[src/rtl/vga_sync_gen.sv]
// VGA raster timing generator: registered position, sync, blanking and frame outputs.
// Optional frame counter enabled by defining VGA_FRAME_COUNTER_EN; otherwise frame is tied to 0.
module vga_sync_gen #(
    parameter int H_VIEW     = 640,
    parameter int H_FRONT    = 16,
    parameter int H_SYNC     = 96,
    parameter int H_BACK     = 48,
    parameter int V_VIEW     = 480,
    parameter int V_FRONT    = 10,
    parameter int V_SYNC     = 2,
    parameter int V_BACK     = 33,
    parameter bit H_SYNC_POL = 1'b0,
    parameter bit V_SYNC_POL = 1'b0,
    parameter int FCW        = 8,
    localparam int H_TOTAL   = H_VIEW + H_FRONT + H_SYNC + H_BACK,
    localparam int V_TOTAL   = V_VIEW + V_FRONT + V_SYNC + V_BACK,
    localparam int HW        = $clog2(H_TOTAL),
    localparam int VW        = $clog2(V_TOTAL)
) (
    input  logic           clk,
    input  logic           rst_n,
    input  logic           clk_en,
    output logic [HW-1:0]  hpos,
    output logic [VW-1:0]  vpos,
    output logic           hsync,
    output logic           vsync,
    output logic           hmax,
    output logic           vmax,
    output logic           hblank,
    output logic           vblank,
    output logic           visible,
    output logic           frame_start,
    output logic [FCW-1:0] frame
);

    localparam logic [HW-1:0] H_LAST  = HW'(H_TOTAL - 1);
    localparam logic [VW-1:0] V_LAST  = VW'(V_TOTAL - 1);
    localparam logic [HW-1:0] H_VIS_E = HW'(H_VIEW);
    localparam logic [VW-1:0] V_VIS_E = VW'(V_VIEW);
    localparam logic [HW-1:0] H_SYN_S = HW'(H_VIEW + H_FRONT);
    localparam logic [HW-1:0] H_SYN_E = HW'(H_VIEW + H_FRONT + H_SYNC);
    localparam logic [VW-1:0] V_SYN_S = VW'(V_VIEW + V_FRONT);
    localparam logic [VW-1:0] V_SYN_E = VW'(V_VIEW + V_FRONT + V_SYNC);

`ifndef SYNTHESIS
    if (H_FRONT < 1 || H_SYNC < 1 || H_BACK < 1 ||
        V_FRONT < 1 || V_SYNC < 1 || V_BACK < 1) begin : g_param_chk
        $error("vga_sync_gen: every porch and sync width must be >= 1");
    end
`endif

    logic [HW-1:0] r_hpos;
    logic [VW-1:0] r_vpos;
    logic          r_hsync, r_vsync, r_hmax, r_vmax;
    logic          r_hblank, r_vblank, r_visible, r_frame_start;

    logic          w_hlast, w_vlast, w_wrap;
    logic [HW-1:0] w_hnext;
    logic [VW-1:0] w_vnext;
    logic          w_hsync_act, w_vsync_act;

    // Outputs are decoded from the next position so they stay aligned with hpos/vpos.
    always_comb begin
        w_hlast     = (r_hpos == H_LAST);
        w_vlast     = (r_vpos == V_LAST);
        w_hnext     = w_hlast ? '0 : r_hpos + 1'b1;
        w_vnext     = r_vpos;
        if (w_hlast)
            w_vnext = w_vlast ? '0 : r_vpos + 1'b1;
        w_wrap      = w_hlast && w_vlast;
        w_hsync_act = (w_hnext >= H_SYN_S) && (w_hnext < H_SYN_E);
        w_vsync_act = (w_vnext >= V_SYN_S) && (w_vnext < V_SYN_E);
    end

    always_ff @(posedge clk or negedge rst_n) begin
        if (!rst_n) begin
            r_hpos        <= H_LAST;
            r_vpos        <= V_LAST;
            r_hmax        <= 1'b1;
            r_vmax        <= 1'b1;
            r_hblank      <= 1'b1;
            r_vblank      <= 1'b1;
            r_visible     <= 1'b0;
            r_hsync       <= ~H_SYNC_POL;
            r_vsync       <= ~V_SYNC_POL;
            r_frame_start <= 1'b0;
        end else begin
            r_frame_start <= 1'b0;
            if (clk_en) begin
                r_hpos        <= w_hnext;
                r_vpos        <= w_vnext;
                r_hmax        <= (w_hnext == H_LAST);
                r_vmax        <= (w_vnext == V_LAST);
                r_hblank      <= (w_hnext >= H_VIS_E);
                r_vblank      <= (w_vnext >= V_VIS_E);
                r_visible     <= (w_hnext < H_VIS_E) && (w_vnext < V_VIS_E);
                r_hsync       <= w_hsync_act ? H_SYNC_POL : ~H_SYNC_POL;
                r_vsync       <= w_vsync_act ? V_SYNC_POL : ~V_SYNC_POL;
                r_frame_start <= w_wrap;
            end
        end
    end

`ifdef VGA_FRAME_COUNTER_EN
    logic [FCW-1:0] r_frame;

    always_ff @(posedge clk or negedge rst_n) begin
        if (!rst_n)
            r_frame <= '0;
        else if (clk_en && w_wrap)
            r_frame <= r_frame + 1'b1;
    end

    assign frame = r_frame;
`else
    assign frame = '0;
`endif

    assign hpos        = r_hpos;
    assign vpos        = r_vpos;
    assign hsync       = r_hsync;
    assign vsync       = r_vsync;
    assign hmax        = r_hmax;
    assign vmax        = r_vmax;
    assign hblank      = r_hblank;
    assign vblank      = r_vblank;
    assign visible     = r_visible;
    assign frame_start = r_frame_start;

endmodule

[config.mk]
export PLATFORM = sky130hd
export DESIGN_NAME = vga_sync_gen
export DESIGN_NICKNAME = d
export VERILOG_FILES = /design/src/rtl/vga_sync_gen.sv
export SDC_FILE = /design/constraint.sdc
export NUM_CORES = 1
export LEC_CHECK = 0
export CORE_UTILIZATION = 47
export DETAILED_ROUTE_END_ITERATION = 7
export GPL_TIMING_DRIVEN = 0
export HOLD_SLACK_MARGIN = 0.12
export PLACE_DENSITY = 0.73
export SYNTH_ARGS = -nofsm -noshare
export SYNTH_HDL_FRONTEND = slang
export SYNTH_SLANG_ARGS = --single-unit
[constraint.sdc]
create_clock -name clk -period 2.2 [get_ports clk]
set_input_delay 0.33 -clock clk [delete_from_list [all_inputs] [get_ports clk]]
set_output_delay 0.33 -clock clk [all_outputs]
set_load 0.01 [all_outputs]
== Word level (Yosys, flattened, before mapping) ==
Index checks and enable logic that the tools add are counted.

* Muxes and demuxes: 6
* Equality and inequality tests: 4
* Reductions and logical operators: 4
* Add/subtract/negate cells: 2
* Magnitude comparators: 8

{| class="wikitable"
|+ Operators by type and width
! operator !! count
|-
| $eq 10x10->1 const B || 4
|-
| $mux 10 || 3
|-
| $add 10x1->10 const B || 2
|-
| $ge 10x10->1 const B || 2
|-
| $ge 10x9->1 const B || 2
|-
| $lt 10x10->1 const B || 2
|-
| $lt 10x9->1 const B || 2
|-
| $logic_and 1x1->1 || 4
|-
| $mux 1 || 3
|}

* Register bits after elaboration: 28
* Word-level logic and storage cells: 34

== Logic depth before layout (Yosys ltp) ==
Gate-level depths: netlist of the first run.

* Depth after elaboration: 6
* Mapped depth: 9
* Gate-level depth less buffers: 8

== Least setup slack after synthesis of the first run ==
No wires, ideal clock.

* Path type: register to register
* Start point: register r_hpos[1], in the netlist hpos[1]
* End point: register r_vsync, in the netlist vsync
* Clock period less this slack: 2518 ps
* Slack: -318 ps
* Data arrival time: 2435 ps
* Data required time: 2117 ps
* Buffers on the path: 1
* Cell stages (with the launch flop): 9
* Cells stage by stage: dfstp_2 -> ha_1 -> nand4_1 -> or3_1 -> buf_2 -> a2111oi_2 -> a31oi_1 -> or3_1 -> o32a_1

* Cells in the longest elaborated chain, start to end: 5
* Elaborated cells between the ends (all ways): 6

{| class="wikitable"
|+ RTL lines
! element !! RTL line !! text
|-
| from (decl) || 52 || <nowiki>logic [HW-1:0] r_hpos;</nowiki>
|-
| from (signal assigned) || 90 || <nowiki>r_hpos <= w_hnext;</nowiki>
|-
| $eq 10x10->1 (*) || 64 || <nowiki>w_hlast = (r_hpos == H_LAST);</nowiki>
|-
| $mux 10 (*) || 68 || <nowiki>if (w_hlast)</nowiki>
|-
| $ge 10x9->1 or $lt 10x9->1 (tied branches) || 72 || <nowiki>w_vsync_act = (w_vnext >= V_SYN_S) && (w_vnext < V_SYN_E);</nowiki>
|-
| $logic_and 1x1->1 (*) || 72 ||
|-
| $mux 1 (*) || 98 || <nowiki>r_vsync <= w_vsync_act ? V_SYNC_POL : ~V_SYNC_POL;</nowiki>
|-
| to (signal assigned) || 85 || <nowiki>r_vsync <= ~V_SYNC_POL;</nowiki>
|-
| to (signal assigned) || 98 ||
|-
| to (decl) || 54 || <nowiki>logic r_hsync, r_vsync, r_hmax, r_vmax;</nowiki>
|}

Mark *: on every way between the ends. The rest lies on a longest branch, timed or not.
A chain may end at the register's enable or synchronous reset.

== Worst setup path in the final report of the first run ==
* Start point: register r_hpos[1], in the netlist hpos[1]
* End point: register r_visible, in the netlist visible

* Cells in the longest elaborated chain, start to end: 4
* Elaborated cells between the ends (all ways): 7

{| class="wikitable"
|+ RTL lines
! element !! RTL line !! text
|-
| $add 10x1->10 or $eq 10x10->1 (tied branches) || 66, 64 ||
|-
| $mux 10 (on tied branches) || 66, 68 ||
|-
| $lt 10x10->1 or $lt 10x9->1 (tied branches) || 96 || <nowiki>r_visible <= (w_hnext < H_VIS_E) && (w_vnext < V_VIS_E);</nowiki>
|-
| $logic_and 1x1->1 (*) || 96 ||
|-
| to (signal assigned) || 96 ||
|-
| to (decl) || 55 || <nowiki>logic r_hblank, r_vblank, r_visible, r_frame_start;</nowiki>
|}

Marked as above.

==> results of run 1 <==
registers in the layout, indices dropped and copies added, names as in the netlist:
| name | flops |
|---|---|
| visible | 1 |
| vpos | 10 |
| hsync | 1 |
| frame_start | 1 |
| vblank | 1 |
| vmax | 1 |
| hmax | 1 |
| vsync | 1 |
| hpos | 10 |
| hblank | 1 |
cell type report:
class                           count  area [um^2]
Buffer                             22        141.4
Timing Repair Buffer               46        422.9
Clock inverter                      1        30.03
Clock buffer                        3        41.29
Tap cell                           50        62.56
Inverter                            6        22.52
Sequential cell                    28        723.2
Fill cell                         332         1266
Multi-Input combinational cell    186         1348
power by group through the flow:
stage	Sequential [mW]	Combinational [mW]	Clock, mW
after floorplan	0.848	0.554	0
after global placement	0.818	0.919	0
after detailed placement	0.817	0.931	0
after CTS	0.817	0.967	0.431
after global routing	0.842	1.12	0.446
final	0.825	1.02	0.419
per-layer routing:
| layer | share of wire | wire [um] | vias up |
|---|---|---|---|
| met3 | 0.049 | 259 | 4 |
| met1 | 0.48 | 2548 | 939 |
| li1 | - | - | 941 |
| met4 | 0.0055 | 29 | 0 |
| met5 | 0 | 0 | - |
| met2 | 0.46 | 2464 | 72 |
cell usage in the layout (no fill, tap or decap), drive strengths merged, types with 8 or more instances in the layout:
master         synthesis  layout
xnor2                  9       9
nand3                 14      14
dfstp                 16      16
dfrtp                 12      12
conb                   1       8
clkbuf                 7       9
a21oi                 12      12
clkdlybuf4s50          0      28
nor2                  22      22
o21ai                 19      19
nor3                   9       9
nand2                 26      26
buf                   20      33
worst paths after layout:
path	endpoint	slack (ps)	depth (start not counted)	from
min in group asynchronous	vpos[6]	590	2	rst_n
max in group asynchronous	vpos[1]	1160	2	rst_n
hold / removal	hpos[5]	490	3	clk_en
setup / recovery	visible	-250	9	hpos[1]
setup reg to reg	visible	-250	9	hpos[1]
hold reg to reg	hsync	500	2	hsync
synthesized netlist by cell type, types with 2 or more instances:
library cell | n | area share
a21oi_1 | 12 | 0.030
a22oi_1 | 2 | 0.0074
a31oi_1 | 5 | 0.015
and2_1 | 2 | 0.0062
and3_1 | 5 | 0.015
and4_1 | 2 | 0.0086
buf_2 | 6 | 0.015
buf_4 | 12 | 0.044
clkbuf_1 | 6 | 0.011
dfrtp_1 | 12 | 0.15
dfstp_2 | 16 | 0.21
ha_1 | 4 | 0.025
inv_1 | 6 | 0.011
mux2i_1 | 3 | 0.015
nand2_1 | 26 | 0.048
nand3_1 | 14 | 0.035
nand4_1 | 3 | 0.0093
nor2_1 | 22 | 0.041
nor2b_1 | 2 | 0.0062
nor3_1 | 8 | 0.020
nor4_1 | 2 | 0.0062
o21ai_0 | 18 | 0.044
o31ai_1 | 6 | 0.022
o32a_1 | 2 | 0.0099
or3_1 | 6 | 0.019
xnor2_1 | 9 | 0.039
xor2_1 | 5 | 0.022
cells by family after synthesis:
| family | after synthesis | synth area share |
|---|---|---|
| xor gates and xnor gates | 14 | 0.06050 |
| and+or+nand+nor | 100 | 0.2685 |
| other | 1 | 0.001850 |
| buffers and inverters | 33 | 0.09135 |
| DFF | 28 | 0.3556 |
| AOI/OAI and AO/OA | 56 | 0.1772 |
| adders and majority gates | 4 | 0.02469 |
| muxes | 4 | 0.02037 |
metrics by stage:
step           setup slack (ps)  TNS (ps)
2_1_floorplan            -166.0    -664.0
3_3_place_gp             -422.2     -3916
3_5_place_dp             -447.0     -3686
4_1_cts                  -233.6    -884.1
5_1_grt                  -348.3     -2220
6_report                 -247.5     -1191
worst max-delay path: stages (launching register included):
cell	delay [ps]
dfstp_2	570
ha_4	140
nand4_1	160
or3_4	430
buf_4	180
buf_6	160
o311ai_4	260
o31ai_4	130
a31oi_2	200
a31o_1	170
what timing repair did:
| item | in CTS | in global routing |
|---|---|---|
| resized for setup | 16 | 27 |
| endpoints found under the setup margin | 15 | 14 |
| pin swaps | 2 | 12 |
| cloned | 0 | 0 |
| endpoints found under the hold margin | 0 | 12 |
| hold buffers | 0 | 1 |
| setup buffers | 10 | 7 |
==> out/metrics.csv, run 1 <==
metric,value,unit
Global Route met2 Usage,0.3601,
worst endpoint required time,2430,ps
Max Fclk,0.4086,GHz
chip width,67.67,um
Crit Path Class,reg -> reg,
CTS tree,yes,
Pins Over Slew Limit,0,
1st-iter DRT viols,87,
Area growth syn-to-layout,37.72,%
crit-path max FO,10,
Row Count,23,
CTS Sinks,28,
Final nets,300,
post-synthesis cell count,240,
final setup vio count,8,
# placed instances,326,
Yosys reg bits,28,
# DRC,0,
violated checks,setup timing,
Die Y-Extent,67.67,um
Post-synth EDFFs,0,
Initial Utilization,0.4995,
"Arr. time, crit path",2680,ps
"Top FF cell, synth",dfstp_2,
clock latency on the worst-skew pair,290,ps
clock share of power,0.185,
min-delay worst type,in -> reg,
mean area per synthesized cell,8.446,um^2
Post-DP Area,0.002462,mm^2
Hold Slack,489.8,ps
via-per-instance ratio,5.719,
Post-Route Utilization,0.6879,
Combinational Power Share,0.451,
leak pwr,1.057,nW
Switching Share,0.3673,
Root Driver,clkbuf_8,
grt total ovfl,0,
Final Instance Area,0.002791,mm^2
RSZ-0062 raised after global routing,yes,
Max clock buf depth,2,
max_cap viols,0,
met3 Use GR,0.03716,
Via Count,1956,
final worst slack,-247.5,ps
Slew @ Worst Pin,638.4,ps
Startpoint Class,flop,
Final Cycle Share,1.113,
Layout Cells excl Fill,342,
I/O pin cnt,39,
synth unique cells,51,
status,finished with violations,
Synth async-reset ratio,1.000,
Net Switching,831.9,uW
diode count,0,
GR peak layer,met1,
WL final,5301,um
sequential share of the synthesized area,0.3556,
Power Internal,1.433,mW
PD cells,811.4,mW/mm^2
GRT Total Usage,0.2463,
"Reg clk slew, reported paths",110,ps
core area,0.004058,mm^2
largest net degree at the start of global routing,29,
final hold vios,0,
I/O Buffers,29,
initial antenna violation count,0,
DRT Pass-1 Iters,4,
Max VDD drop,510.4,uV
Synth Warn #,0,
Tmin final,2448,ps
H-tree level count,1,
Synth Cell Area,0.002027,mm^2
ANT nets after route,0,
vias in the first global route,1733,
GR Util met1,0.3706,
DIE AREA,0.004579,mm^2
Setup Skew,11.07,ps
layout cell share with drive strength beyond 1,0.3048,
routed length per instance,15.50,um
CP endpoint kind,flop,
Final Wtd Congestion,0.9144,
Reg power frac,0.364,
number of buffers created by CTS,3,
first-pass GRT wire length,8459,um
total power,2.265,mW
post-detail-place hpwl,3456,um
max_slew headroom,0.5744,
No activity file was read; power rests on OpenSTA's default activity.
==> run 2, diff against run 1 <==
--- a/config.mk
+++ b/config.mk
@@ -5,11 +5,11 @@
 export SDC_FILE = /design/constraint.sdc
 export NUM_CORES = 1
 export LEC_CHECK = 0
-export CORE_UTILIZATION = 47
+export CORE_UTILIZATION = 35
 export DETAILED_ROUTE_END_ITERATION = 7
 export GPL_TIMING_DRIVEN = 0
 export HOLD_SLACK_MARGIN = 0.12
-export PLACE_DENSITY = 0.73
+export PLACE_DENSITY = 0.57
 export SYNTH_ARGS = -nofsm -noshare
 export SYNTH_HDL_FRONTEND = slang
 export SYNTH_SLANG_ARGS = --single-unit
==> run 2 against run 1 <==
The flow still finishes with violations (setup timing). Sequential share of layout area shrank 0.96 points. Via count grew 0.77%. Hold slack lost 7.3 ps. Total power grew 4.5%. Critical path depth shrank 1. Sequential power shrank 5.2%. Flip-flop and latch count is the same. Clock power is essentially flat. Core utilization shrank 16 points. Largest cell class unchanged.
==> out/metrics.csv, run 2 (synthesis results as in run 1) <==
metric,value,unit,change
final setup vio count,4,,-4
PD cells,816.2,mW/mm^2,+0.60%
CTS Sinks,28,,unchanged
clock latency on the worst-skew pair,280,ps,about the same
WL final,5646,um,+6.5%
Die Y-Extent,78.10,um,+15%
initial antenna violation count,0,,unchanged
Initial Utilization,0.3659,,-0.1337
"Arr. time, crit path",2580,ps,-100 ps
GRT Total Usage,0.1907,,-0.05560
layout cell share with drive strength beyond 1,0.3123,,+0.007498
"Reg clk slew, reported paths",110,ps,about the same
Slew @ Worst Pin,710.0,ps,+71.56 ps
Max Fclk,0.4220,GHz,+3.3%
status,finished with violations,,
min-delay worst type,reg -> reg,,
first-pass GRT wire length,9183,um,+8.6%
largest net degree at the start of global routing,29,,unchanged
crit-path max FO,6,,-4
final worst slack,-169.5,ps,+78.00 ps
via-per-instance ratio,5.284,,-7.6%
vias in the first global route,1843,,+6.3%
ANT nets after route,0,,unchanged
number of buffers created by CTS,3,,unchanged
violated checks,setup timing,,
RSZ-0062 raised after global routing,yes,,
Max clock buf depth,2,,unchanged
routed length per instance,15.14,um,-2.3%
CTS tree,yes,,
Crit Path Class,reg -> reg,,
# DRC,0,,unchanged
worst endpoint required time,2410,ps,-20 ps
DRT Pass-1 Iters,5,,+1
I/O pin cnt,39,,unchanged
I/O Buffers,29,,unchanged
Pins Over Slew Limit,0,,unchanged
H-tree level count,1,,unchanged
max_slew headroom,0.5267,,-0.04771
filler cell count,553,,+67%
Row Count,27,,+17%
post-detail-place hpwl,3704,um,+7.2%
diode count,0,,unchanged
setup TNS,-326.6,ps,+864.3 ps
"most common cell after layout, fill and taps aside",buf_4,,
leak pwr,1.098,nW,+3.9%
pre-CTS WS,-454.0,ps,-7.000 ps
Final nets,309,,+3.0%
1st-iter DRT viols,161,,+85%
DIE AREA,0.006100,mm^2,+33%
Final Wtd Congestion,0.8511,,-6.9%
Area growth syn-to-layout,43.02,%,
Setup Skew,6.609,ps,-4.463 ps
core area,0.005540,mm^2,+37%
final hold vios,0,,unchanged
Via Count,1971,,+0.77%
chip width,78.10,um,+15%
max_cap viols,0,,unchanged
CP endpoint kind,flop,,
Tmin final,2370,ps,-78.00 ps
grt total ovfl,0,,unchanged
Startpoint Class,flop,,
Max VDD drop,380.4,uV,-25%
most frequent cells in the layout,"buf_4, clkdlybuf4s50_1, nand2_1",,
Root Driver,clkbuf_8,,
Final Cycle Share,1.077,,-0.03546
run 2: cell types whose count changed in the layout (fill, tap and decap cells not counted), moves of 2 or more:
cell,previous run,this run
buf_2,4,1
buf_4,24,30
buf_6,4,8
o21ai_0,11,15
o21ai_1,7,3
xnor2_1,7,9
xnor2_2,2,0
run 2: layout make-up:
cell class	instances	area, um^2	share of cell area
Timing Repair Buffer	52	475.5	0.1640
Tap cell	72	90.09	0.03107
Multi-Input combinational cell	186	1325	0.4571
Clock buffer	3	41.29	0.01424
Clock inverter	1	30.03	0.01036
Inverter	6	22.52	0.007769
Sequential cell	28	723.2	0.2495
Buffer	25	191.4	0.06603
run 2: what timing repair did:
item / in CTS / in global routing
endpoints found under the hold margin: 0 / 12
gates cloned: 0 / 0
resized for setup: 26 / 18
pin swaps: 14 / 13
endpoints found under the setup margin: 15 / 12
setup buffers: 18 / 4
hold buffers: 0 / 1
run 2: final timing paths:
path | cells past startpoint | startpoint | to | slack, ps
max | 8 | hpos[0] | vsync | -170
min | 2 | hblank | hblank | 480
max reg2reg | 8 | hpos[0] | vsync | -170
min reg2reg | 2 | hblank | hblank | 480
max in group asynchronous | 2 | rst_n | vpos[0] | 1150
min in group asynchronous | 2 | rst_n | vpos[4] | 600
run 2: report_power, final:
part | leakage, nW | internal (mW) | total [mW] | switching (mW)
clock | 0.0357 | 0.244 | 0.416 | 0.172
combinational | 0.737 | 0.579 | 1.17 | 0.590
sequential | 0.325 | 0.676 | 0.782 | 0.106
total | 1.10 | 1.50 | 2.37 | 0.868
run 2: routing by layer:
metal / track usage / vias to the layer above / routed length (um)
met1: 0.2750 / 944 / 2712
met2: 0.2956 / 60 / 2586
met4: 0.04815 / 0 / 66
met3: 0.03023 / 6 / 281
li1: - / 961 / -
met5: 0 / - / 0
run 2: worst max-delay path, cell delays in order, from the launching register on:
cell and delay (ps):
dfstp_2 580, ha_4 140, nand4_1 130, or3_1 340
buf_6 150, a2111oi_4 190, a31oi_1 100, or3_4 340
o32a_1 330
run 2: through the flow:
step                  util  area [um^2]  hold slack, ps  std cells  power [mW]
finish              0.5233         2899           482.5        373       2.366
global route        0.5233         2899           531.9        373       2.529
CTS                 0.5027         2785           484.3        368       2.323
detailed placement  0.4494         2490           486.2        348       1.757
global placement    0.4494         2490           478.6        348       1.752
floorplan                -         2110           34.41        247       1.402
==> run 3, diff against run 2 <==
--- a/config.mk
+++ b/config.mk
@@ -9,6 +9,7 @@
 export DETAILED_ROUTE_END_ITERATION = 7
 export GPL_TIMING_DRIVEN = 0
 export HOLD_SLACK_MARGIN = 0.12
+export MAX_ROUTING_LAYER = met4
 export PLACE_DENSITY = 0.57
 export SYNTH_ARGS = -nofsm -noshare
 export SYNTH_HDL_FRONTEND = slang
==> run 3 against run 2 <==
The flow still finishes with violations (setup timing). Critical endpoint unchanged. Critical path depth unchanged. Global-route usage rose by 1.3 points. Largest power group unchanged. Die area unchanged. Worst setup slack got worse by 62 ps. Combinational power about the same. Sequential power is essentially flat. Routed wire length is 3.6% higher. Clock-buffer cell count rose by 1. Core utilization is the same. Hold slack better by 14 ps. Clock power shrank 26%. Cell count increased by 0.54%.
==> out/metrics.csv, run 3 (synthesis results as in run 1) <==
metric,value,unit,change
status,finished with violations,,
violated checks,setup timing,,
routed length per instance,15.60,um,+3.1%
Area growth syn-to-layout,43.02,%,unchanged
Tmin final,2431,ps,+61.84 ps
Setup Skew,10.46,ps,+3.851 ps
via-per-instance ratio,5.253,,-0.58%
GR Util met1,0.2913,,+0.01627
DIE AREA,0.006100,mm^2,unchanged
initial antenna violation count,0,,unchanged
Max clock buf depth,2,,unchanged
Final Wtd Congestion,0.8688,,+2.1%
grt total ovfl,0,,unchanged
PD cells,779.2,mW/mm^2,-4.5%
diode count,0,,unchanged
Crit Path Class,reg -> reg,,
Net Switching,870.2,uW,+0.25%
Via Count,1970,,-0.051%
setup TNS,-996.2,ps,-669.6 ps
# DRC,0,,unchanged
Power Internal,1.389,mW,-7.3%
min-delay worst type,reg -> reg,,
post-detail-place hpwl,3687,um,-0.44%
"Reg clk slew, reported paths",110,ps,about the same
final setup vio count,9,,+5
RSZ-0062 raised after global routing,yes,,
Startpoint Class,flop,,
# placed instances,348,,unchanged
chip width,78.10,um,unchanged
Post-DP Area,0.002490,mm^2,unchanged
Initial Utilization,0.3659,,unchanged
Reg power frac,0.347,,+0.017
vias in the first global route,1863,,+1.1%
CP endpoint kind,flop,,
Die Y-Extent,78.10,um,unchanged
Pins Over Slew Limit,0,,unchanged
max_slew headroom,0.5537,,+0.02707
Final nets,311,,+0.65%
I/O pin cnt,39,,unchanged
"most common cell after layout, fill and taps aside",buf_4,,
number of buffers created by CTS,3,,unchanged
WL final,5851,um,+3.6%
final worst slack,-231.4,ps,-61.84 ps
Final Cycle Share,1.105,,+0.02811
Global Route met2 Usage,0.3035,,+0.007895
GRT Total Usage,0.2041,,+0.01342
ANT nets after route,0,,unchanged
Final Instance Area,0.002899,mm^2,unchanged
clock latency on the worst-skew pair,280,ps,about the same
GR peak layer,met2,,
layout cell share with drive strength beyond 1,0.3234,,+0.01114
Switching Share,0.3852,,+0.01839
Max Fclk,0.4113,GHz,-2.5%
Combinational Power Share,0.518,,+0.024
total power,2.259,mW,-4.5%
Row Count,27,,unchanged
largest net degree at the start of global routing,29,,unchanged
I/O Buffers,29,,unchanged
CTS tree,yes,,
DRT Pass-1 Iters,4,,-1
Max VDD drop,433.4,uV,+14%
final hold vios,0,,unchanged
Root Driver,clkbuf_8,,
Slew @ Worst Pin,669.4,ps,-40.60 ps
Layout Cells excl Fill,375,,+0.54%
worst endpoint required time,2420,ps,about the same
1st-iter DRT viols,104,,-35%
clock share of power,0.136,,-0.040
filler cell count,552,,-0.18%
CTS Sinks,28,,unchanged
leak pwr,1.097,nW,-0.11%
"Arr. time, crit path",2660,ps,+80 ps
met3 Use GR,0.02558,,-0.004651
most frequent cells in the layout,"buf_4, clkdlybuf4s50_1, nand2_1",,
H-tree level count,1,,unchanged
core area,0.005540,mm^2,unchanged
crit-path max FO,7,,+1
first-pass GRT wire length,9542,um,+3.9%
max_cap viols,0,,unchanged
-- run 3: path summary, 6_finish.rpt --
check | from | slack [ps] | end | cells past startpoint
worst max register to register | vpos[5] | -230 | vsync | 8
worst max-delay path | vpos[5] | -230 | vsync | 8
max in group asynchronous | rst_n | 1140 | vpos[1] | 2
min in group asynchronous | rst_n | 600 | vpos[6] | 2
worst min register to register | hsync | 500 | hsync | 2
worst min-delay path | hsync | 500 | hsync | 2
-- run 3: repair_timing --
item / 4_1_cts / 5_1_grt
resized for setup: 23 / 23
buffers inserted: 19 / 7
cloned: 0 / 0
hold buffers: 0 / 1
endpoints found under the hold margin: 0 / 12
endpoints found under the setup margin: 15 / 13
pin swaps: 13 / 13
-- run 3: layout make-up --
cell class                      instances  area, um^2  area share
Multi-Input combinational cell        186        1326      0.4575
Buffer                                 25       196.4     0.06776
Sequential cell                        28       723.2      0.2495
Tap cell                               72       90.09     0.03107
Timing Repair Buffer                   54       495.5      0.1709
Clock buffer                            4       45.04     0.01554
Inverter                                6       22.52    0.007769
-- run 3: power groups by stage --
stage | Combinational [mW] | Sequential, mW | Clock, mW
5_1_grt | 1.28 | 0.801 | 0.333
3_5_place_dp | 0.935 | 0.826 | 0
4_1_cts | 1.11 | 0.780 | 0.316
2_1_floorplan | 0.554 | 0.848 | 0
6_report | 1.17 | 0.783 | 0.307
3_3_place_gp | 0.928 | 0.824 | 0
-- run 3: routing by layer --
metal	vias up	wire, um
li1	964	-
met1	943	2866
met2	59	2723
met3	4	215
met4	0	46
met5	-	0
-- run 3: worst max-delay path, stage by stage (launching register included) --
cell	delay, ps
dfrtp_1	390
buf_4	180
nor4b_4	420
and3_1	230
buf_6	120
o21ai_2	50
mux2_4	270
or3_1	380
o32a_1	330
-- run 3: metrics by stage --
| stage | worst slack [ps] | hold slack, ps | utilization |
|---|---|---|---|
| 6_report | -231.4 | 496.4 | 0.5233 |
| 5_1_grt | -294.9 | 555.2 | 0.5233 |
| 4_1_cts | -186.0 | 498.3 | 0.5002 |
| 3_5_place_dp | -461.9 | 478.9 | 0.4494 |
| 3_3_place_gp | -452.3 | 479.1 | 0.4494 |
| 2_1_floorplan | -166.0 | 34.41 | - |
